<file path="config.mk">
export PLATFORM = sky130hd
export DESIGN_NAME = mem_write_arbiter_flat
export DESIGN_NICKNAME = d
export VERILOG_FILES = /design/src/rtl/mem_write_arbiter_pkg.sv /design/src/rtl/mem_write_arbiter_if.sv /design/src/rtl/mem_write_arbiter_rr_arbiter.sv /design/src/rtl/mem_write_arbiter.sv /design/src/flat_wrapper.sv
export SDC_FILE = /design/constraint.sdc
export NUM_CORES = 1
export LEC_CHECK = 0
export ABC_AREA = 0
export CAP_MARGIN = 5
export CORE_UTILIZATION = 28
export DETAILED_ROUTE_END_ITERATION = 6
export PLACE_DENSITY = 0.65
export SETUP_SLACK_MARGIN = 0.2
export SYNTH_ARGS = -nofsm -noshare
export SYNTH_HDL_FRONTEND = slang
export SYNTH_SLANG_ARGS = --single-unit
</file>
<file path="constraint.sdc">
create_clock -name clk -period 3.35 [get_ports clk]
set_clock_uncertainty 0.2 [all_clocks]
set_input_delay 0.67 -clock clk [delete_from_list [all_inputs] [get_ports clk]]
set_output_delay 0.67 -clock clk [all_outputs]
set_load 0.01 [all_outputs]
</file>
<file path="src/rtl/mem_write_arbiter_pkg.sv">
// Shared types and constants for the memory write arbiter: FSM states,
// byte-count encodings and the legal-size check.
package mem_ctrl_pkg;

    typedef enum logic [1:0] {
        IDLE  = 2'd0,
        ISSUE = 2'd1,
        RESP  = 2'd2
    } state_t;

    localparam logic [2:0] BYTES_NONE = 3'd0;
    localparam logic [2:0] BYTE       = 3'd1;
    localparam logic [2:0] HALF       = 3'd2;
    localparam logic [2:0] WORD       = 3'd4;

    // Only byte, halfword and word writes ever reach the memory.
    function automatic logic is_legal_size(input logic [2:0] bytes);
        return (bytes == BYTE) || (bytes == HALF) || (bytes == WORD);
    endfunction

endpackage

</file>
<file path="src/rtl/mem_write_arbiter_if.sv">
// Bundle of the two requester ports and the memory-side write port.
// The arbiter uses the slave view; requesters/memory use the master view.
interface mem_write_arbiter_if #(
    parameter int ADDR_W = 32,
    parameter int DATA_W = 32
);
    logic              req0_valid, req1_valid;
    logic              req0_ready, req1_ready;
    logic [ADDR_W-1:0] req0_addr,  req1_addr;
    logic [DATA_W-1:0] req0_data,  req1_data;
    logic [2:0]        req0_bytes, req1_bytes;
    logic              resp0_valid, resp1_valid;
    logic              resp0_err,   resp1_err;
    logic [ADDR_W-1:0] write_addr;
    logic [DATA_W-1:0] write_data;
    logic [2:0]        bytes_to_write;
    logic              write_activate;
    logic              write_done;
    logic              busy;

    modport slave (
        input  req0_valid, req1_valid, req0_addr, req1_addr,
               req0_data, req1_data, req0_bytes, req1_bytes, write_done,
        output req0_ready, req1_ready, resp0_valid, resp1_valid,
               resp0_err, resp1_err, write_addr, write_data,
               bytes_to_write, write_activate, busy
    );

    modport master (
        output req0_valid, req1_valid, req0_addr, req1_addr,
               req0_data, req1_data, req0_bytes, req1_bytes, write_done,
        input  req0_ready, req1_ready, resp0_valid, resp1_valid,
               resp0_err, resp1_err, write_addr, write_data,
               bytes_to_write, write_activate, busy
    );
endinterface

</file>
<file path="src/rtl/mem_write_arbiter_rr_arbiter.sv">
// Two-way round-robin grant. The priority pointer only moves when a
// grant is actually taken (advance), so a request withdrawn before
// acceptance leaves fairness untouched.
module rr_arbiter (
    input  logic       clk,
    input  logic       rst,
    input  logic [1:0] req,
    input  logic       advance,
    output logic [1:0] grant
);
    logic prio_q;  // 0: requester 0 wins a tie, 1: requester 1 wins

    // One-hot grant from the current requests and the priority pointer.
    always_comb begin
        grant = 2'b00;
        if (req[0] && req[1]) begin
            grant = prio_q ? 2'b10 : 2'b01;
        end else if (req[0]) begin
            grant = 2'b01;
        end else if (req[1]) begin
            grant = 2'b10;
        end
    end

    // Hand priority to the requester that was not just served.
    always_ff @(posedge clk) begin
        if (!rst) begin
            prio_q <= 1'b0;
        end else if (advance) begin
            prio_q <= ~grant[1];
        end
    end
endmodule

</file>
<file path="src/rtl/mem_write_arbiter.sv">
// Arbitrates two write requesters onto a single memory write port.
// One request in flight at a time: accept (IDLE), drive the memory
// (ISSUE) until write_done or timeout, then a one-cycle response (RESP).
// Illegal or zero byte counts bypass the memory and respond directly.
module mem_write_arbiter
    import mem_ctrl_pkg::*;
#(
    parameter int ADDR_W  = 32,
    parameter int DATA_W  = 32,
    parameter int TIMEOUT = 64
) (
    input logic                 clk,
    input logic                 rst,
    mem_write_arbiter_if.slave  bus
);
    localparam int CNT_W = $clog2(TIMEOUT + 1);

    state_t            state, state_nxt;
    logic              err_q, err_nxt;
    logic [CNT_W-1:0]  cnt, cnt_nxt;
    logic              grant_id_q;
    logic [ADDR_W-1:0] addr_q;
    logic [DATA_W-1:0] data_q;
    logic [2:0]        bytes_q;
    logic [1:0]        req, grant;
    logic              accept, acc_id;
    logic [2:0]        sel_bytes;

    assign req       = {bus.req1_valid, bus.req0_valid};
    assign accept    = (state == IDLE) && (req != 2'b00);
    assign acc_id    = grant[1];
    assign sel_bytes = acc_id ? bus.req1_bytes : bus.req0_bytes;

    rr_arbiter u_rr (
        .clk     (clk),
        .rst     (rst),
        .req     (req),
        .advance (accept),
        .grant   (grant)
    );

    assign bus.req0_ready     = (state == IDLE) && grant[0];
    assign bus.req1_ready     = (state == IDLE) && grant[1];
    assign bus.write_activate = (state == ISSUE);
    assign bus.bytes_to_write = (state == ISSUE) ? bytes_q : 3'd0;
    assign bus.write_addr     = addr_q;
    assign bus.write_data     = data_q;
    assign bus.resp0_valid    = (state == RESP) && !grant_id_q;
    assign bus.resp1_valid    = (state == RESP) &&  grant_id_q;
    assign bus.resp0_err      = bus.resp0_valid && err_q;
    assign bus.resp1_err      = bus.resp1_valid && err_q;
    assign bus.busy           = (state != IDLE);

    // Capture the winning request so the requester is free after accept.
    always_ff @(posedge clk) begin
        if (!rst) begin
            grant_id_q <= 1'b0;
            addr_q     <= '0;
            data_q     <= '0;
            bytes_q    <= '0;
        end else if (accept) begin
            grant_id_q <= acc_id;
            addr_q     <= acc_id ? bus.req1_addr : bus.req0_addr;
            data_q     <= acc_id ? bus.req1_data : bus.req0_data;
            bytes_q    <= sel_bytes;
        end
    end

    // FSM state, response error flag and ISSUE timeout counter.
    always_ff @(posedge clk) begin
        if (!rst) begin
            state <= IDLE;
            err_q <= 1'b0;
            cnt   <= '0;
        end else begin
            state <= state_nxt;
            err_q <= err_nxt;
            cnt   <= cnt_nxt;
        end
    end

    // Next-state logic; write_done only matters while in ISSUE.
    always_comb begin
        state_nxt = state;
        err_nxt   = err_q;
        cnt_nxt   = cnt;
        case (state)
            IDLE: begin
                if (accept) begin
                    cnt_nxt = '0;
                    if (is_legal_size(sel_bytes)) begin
                        state_nxt = ISSUE;
                        err_nxt   = 1'b0;
                    end else begin
                        state_nxt = RESP;
                        err_nxt   = (sel_bytes != BYTES_NONE);
                    end
                end
            end
            ISSUE: begin
                if (bus.write_done) begin
                    state_nxt = RESP;
                    err_nxt   = 1'b0;
                end else if (cnt == CNT_W'(TIMEOUT - 1)) begin
                    state_nxt = RESP;
                    err_nxt   = 1'b1;
                end else begin
                    cnt_nxt = cnt + CNT_W'(1);
                end
            end
            RESP: begin
                state_nxt = IDLE;
            end
            default: begin
                state_nxt = IDLE;
            end
        endcase
    end
endmodule

</file>
<file path="src/flat_wrapper.sv">
// flat-port wrapper written by rule: the top's interface ports become plain ports
module mem_write_arbiter_flat import mem_ctrl_pkg::*;
#(
    parameter int ADDR_W  = 32,
    parameter int DATA_W  = 32,
    parameter int TIMEOUT = 64
)
  (clk, rst, bus_req0_valid, bus_req1_valid, bus_req0_addr, bus_req1_addr, bus_req0_data, bus_req1_data, bus_req0_bytes, bus_req1_bytes, bus_write_done, bus_req0_ready, bus_req1_ready, bus_resp0_valid, bus_resp1_valid, bus_resp0_err, bus_resp1_err, bus_write_addr, bus_write_data, bus_bytes_to_write, bus_write_activate, bus_busy);
  mem_write_arbiter_if #(.ADDR_W(ADDR_W), .DATA_W(DATA_W)) bus_i ();
  input logic clk;
  input logic rst;
  input wire logic [$bits(bus_i.req0_valid)-1:0] bus_req0_valid;
  input wire logic [$bits(bus_i.req1_valid)-1:0] bus_req1_valid;
  input wire logic [$bits(bus_i.req0_addr)-1:0] bus_req0_addr;
  input wire logic [$bits(bus_i.req1_addr)-1:0] bus_req1_addr;
  input wire logic [$bits(bus_i.req0_data)-1:0] bus_req0_data;
  input wire logic [$bits(bus_i.req1_data)-1:0] bus_req1_data;
  input wire logic [$bits(bus_i.req0_bytes)-1:0] bus_req0_bytes;
  input wire logic [$bits(bus_i.req1_bytes)-1:0] bus_req1_bytes;
  input wire logic [$bits(bus_i.write_done)-1:0] bus_write_done;
  output wire logic [$bits(bus_i.req0_ready)-1:0] bus_req0_ready;
  output wire logic [$bits(bus_i.req1_ready)-1:0] bus_req1_ready;
  output wire logic [$bits(bus_i.resp0_valid)-1:0] bus_resp0_valid;
  output wire logic [$bits(bus_i.resp1_valid)-1:0] bus_resp1_valid;
  output wire logic [$bits(bus_i.resp0_err)-1:0] bus_resp0_err;
  output wire logic [$bits(bus_i.resp1_err)-1:0] bus_resp1_err;
  output wire logic [$bits(bus_i.write_addr)-1:0] bus_write_addr;
  output wire logic [$bits(bus_i.write_data)-1:0] bus_write_data;
  output wire logic [$bits(bus_i.bytes_to_write)-1:0] bus_bytes_to_write;
  output wire logic [$bits(bus_i.write_activate)-1:0] bus_write_activate;
  output wire logic [$bits(bus_i.busy)-1:0] bus_busy;
  assign bus_i.req0_valid = bus_req0_valid;
  assign bus_i.req1_valid = bus_req1_valid;
  assign bus_i.req0_addr = bus_req0_addr;
  assign bus_i.req1_addr = bus_req1_addr;
  assign bus_i.req0_data = bus_req0_data;
  assign bus_i.req1_data = bus_req1_data;
  assign bus_i.req0_bytes = bus_req0_bytes;
  assign bus_i.req1_bytes = bus_req1_bytes;
  assign bus_i.write_done = bus_write_done;
  assign bus_req0_ready = bus_i.req0_ready;
  assign bus_req1_ready = bus_i.req1_ready;
  assign bus_resp0_valid = bus_i.resp0_valid;
  assign bus_resp1_valid = bus_i.resp1_valid;
  assign bus_resp0_err = bus_i.resp0_err;
  assign bus_resp1_err = bus_i.resp1_err;
  assign bus_write_addr = bus_i.write_addr;
  assign bus_write_data = bus_i.write_data;
  assign bus_bytes_to_write = bus_i.bytes_to_write;
  assign bus_write_activate = bus_i.write_activate;
  assign bus_busy = bus_i.busy;
  mem_write_arbiter #(.ADDR_W(ADDR_W), .DATA_W(DATA_W), .TIMEOUT(TIMEOUT)) u_core (.clk(clk), .rst(rst), .bus(bus_i));
endmodule
</file>
==> metrics.cfg <==
[clock_tree]
post_cts_buffers = 0
clk_latency_ns = 0.33
htree_levels = 3
clk_pin_slew_ns = 0.06
cts_tree = done
cts_root_buffer = clkbuf_16
hold_buffers = 0
cts_max_path_buffers = 2
clkSinkCount = 79
cts_made_buffers = 9
cts_resized = 0

[finish]
fin_cells = 673
fill_cells = 1000
multi_input_area_um2 = 1520
num_antenna_cells = 0
final_nets = 668
area_growth_pct = 79.3
layout_commonest_cell = clkdlybuf4s50_1
regArea_um2 = 1580
final_cell_mix = 213 x clkdlybuf4s50_1, 79 x dfxtp_1, 42 x nor2_1, 33 x a222oi_1, 26 x and3_1
drive_gt1_share_pct = 6.19

[place]
dp_hpwl_um = 8120
port_buffers = 213
post-place-ws_ns = 0.301
gp_congestion = 0.816
placedCellCount = 657

[synthesis]
synthesis.nets = 464
syn_area_um2 = 3230
syn_avg_cell_area_um2 = 9.98
synth_seq_cells = 79
yosysSeqAreaShare_pct = 48.9
yosys_warnings = 0
syn-instance-count = 324
synth_edf_count = 0
synthArstFlopShare_pct = 0
synth_ff_type = dfxtp_1
ys_types = 45

[timing]
worst_slew_margin_rel_pct = 40.7
period_minus_slack_ns = 3.08
finalSetupViolations = 0
fmax_mhz = 325
slew_viol_final = 0
worstMarginPinSlew_ns = 0.890
fin_setup_tns_ns = 0
hold_viol = 0
setup_ws_ns = 0.273
rsz0062_at_grt = false
post-route-period-util_pct = 91.8

[outcome]
status = complete, no violations

[critical_path]
reg2reg_depth = 5
crit_top_cell = clkdlybuf4s50_1
ff2ff_setup_slack_ns = 0.92
crit_cells = 4
start_kind = input pin
cp_max_fo = 5
cp.required_ns = 2.48
crit_path_top_delay_cell = clkdlybuf4s50_1
worst-path-buf-inv = 2
cp-end-kind = primary output
critPathKind = in2out
path_cells = clkdlybuf4s50_1 > nor2b_1 > nor3_2 > clkdlybuf4s50_1
cp_top_family = buffers and inverters
cp.arrival_ns = 2.21
r2r_start = u_core.state[1]
r2r-end = u_core.bus.write_addr[20]
critical-path-max-stage-delay_ns = 0.61

[floorplan]
ioPinCount = 214
die_h_um = 109
dieArea_um2 = 12000
die_x_um = 109
design.core.area_um2 = 11000
start_util_pct = 29.3
row_count = 38

[power_and_ir_drop]
seqPwrFrac_pct = 37.9
netSwitchingFraction_pct = 26.7
clkPwrFrac_pct = 34.1
p_leak_nw = 2.24
power.switching_mw = 0.790
powerDensity_nw_per_um2 = 510
pwr-share-comb_pct = 28.0
ir_worst_vdd_uv = 338
internal_power_mw = 2.17

[grt]
grt_pass1_vias = 3533
grt_pass1_wl_um = 17100
use_met3_pct = 6.94
grt_use_met1_pct = 20.2
grt_usage_pct = 18.5
overflow = 0
use_met2_pct = 32.3
grt_max_degree = 57
top_usage_layer = met2
grt_antenna_before_repair = 0

[drt]
wl_um = 11200
drt_pass1_iterations = 6
viasPerCell = 5.21
drc = 0
drt_iter0_drc = 289
vias = 3509
ant_nets = 0
avgRoutedWirePerCell_um = 16.7

[worst_hold_path]
hold_path_depth = 1
hold_end = u_core.cnt[6]
hold_path.class = reg2reg
hp-start = u_core.cnt[6]

[flow_run]
max_cap_violations = 0

[how the worst max path moves through the flow]
stage	start	to	slack [ns]
floorplan	bus_req0_valid	bus_req1_ready	1.12
global placement	bus_req1_valid	u_core.bus.write_addr[22]	0.28
detailed placement	bus_req0_valid	bus_req1_ready	0.30
CTS	bus_req0_valid	bus_req1_ready	0.28
global route	bus_req0_valid	bus_req1_ready	0.21
finish	bus_req0_valid	bus_req1_ready	0.27
[logic make-up after synthesis]
| logic type | synth area share [%] |
|---|---|
| xor+xnor | 1.08 |
| buf+inv | 4.68 |
| compound gates | 26.9 |
| mux | 1.24 |
| fa+ha+maj | 0.387 |
| flops | 48.9 |
| simple gates | 16.8 |
[power groups by stage]
stage	combinational, mW	clock (mW)	sequential (mW)
2_1_floorplan	0.319	0	1.18
3_3_place_gp	0.822	0	1.14
3_5_place_dp	0.833	0	1.14
4_1_cts	0.837	1.03	1.12
5_1_grt	0.896	1.07	1.13
6_report	0.828	1.01	1.12
[metal layers]
layer	part of all wire, %	vias to the layer above
li1	-	1691
met2	50	178
met3	9.7	19
met4	2.0	0
met1	39	1621
met5	0	-
[registers in the layout, indices dropped and copies added (netlist names)]
signal                 count
u_core.bus.write_addr     32
u_core.bus.write_data     32
u_core.bytes_q             3
u_core.cnt                 7
u_core.err_q               1
u_core.grant_id_q          1
u_core.state               2
u_core.u_rr.prio_q         1
[worst reg2reg max path, cell delays in order, from the launching register on]
cell     delay (ns)
dfxtp_1        0.36
nor2_2         0.28
and3_1         0.27
buf_4          0.24
and2_1         0.74
a221o_1        0.28
[per-stage QoR]
stage / util [%] / power, mW / cell area (um^2) / hold WS [ns]
after CTS: 52.6 / 2.99 / 5800 / 0.240
final: 52.6 / 2.96 / 5800 / 0.238
after detailed placement: 49.8 / 1.97 / 5490 / 0.233
after global routing: 52.6 / 3.10 / 5800 / 0.245
after floorplan: - / 1.50 / 3230 / 0.223
after global placement: 49.8 / 1.96 / 5490 / 0.230
[cell type report]
class,instances,area share (%)
well taps,140,3.02
repair buffers,222,37.9
clock inverters,3,0.691
clock buffers,13,4.66
inverters,3,0.194
multi-input cells,213,26.2
flip-flops and latches,79,27.3
[cells in the mapped netlist, types with 2 or more instances]
cell	n	share of area, %
nand2_1	6	0.70
clkbuf_1	16	1.9
xnor2_1	2	0.54
o211ai_1	3	0.70
nor2b_1	5	0.97
nor3_1	3	0.46
a221o_1	23	7.1
inv_1	2	0.23
and2_1	6	1.2
dfxtp_1	79	49
buf_6	2	0.70
o2bb2ai_1	8	2.2
buf_2	10	1.5
nor2_1	43	5.0
a222oi_1	33	10
nand3b_1	2	0.46
nand3_1	2	0.31
xor2_1	2	0.54
o21ai_0	6	0.93
or3b_2	2	0.54
and3_1	26	5.0
a211oi_1	4	0.93
a22oi_1	8	1.9
mux2i_1	4	1.2
a21oi_1	7	1.1
No activity file was read; power rests on OpenSTA's default activity.
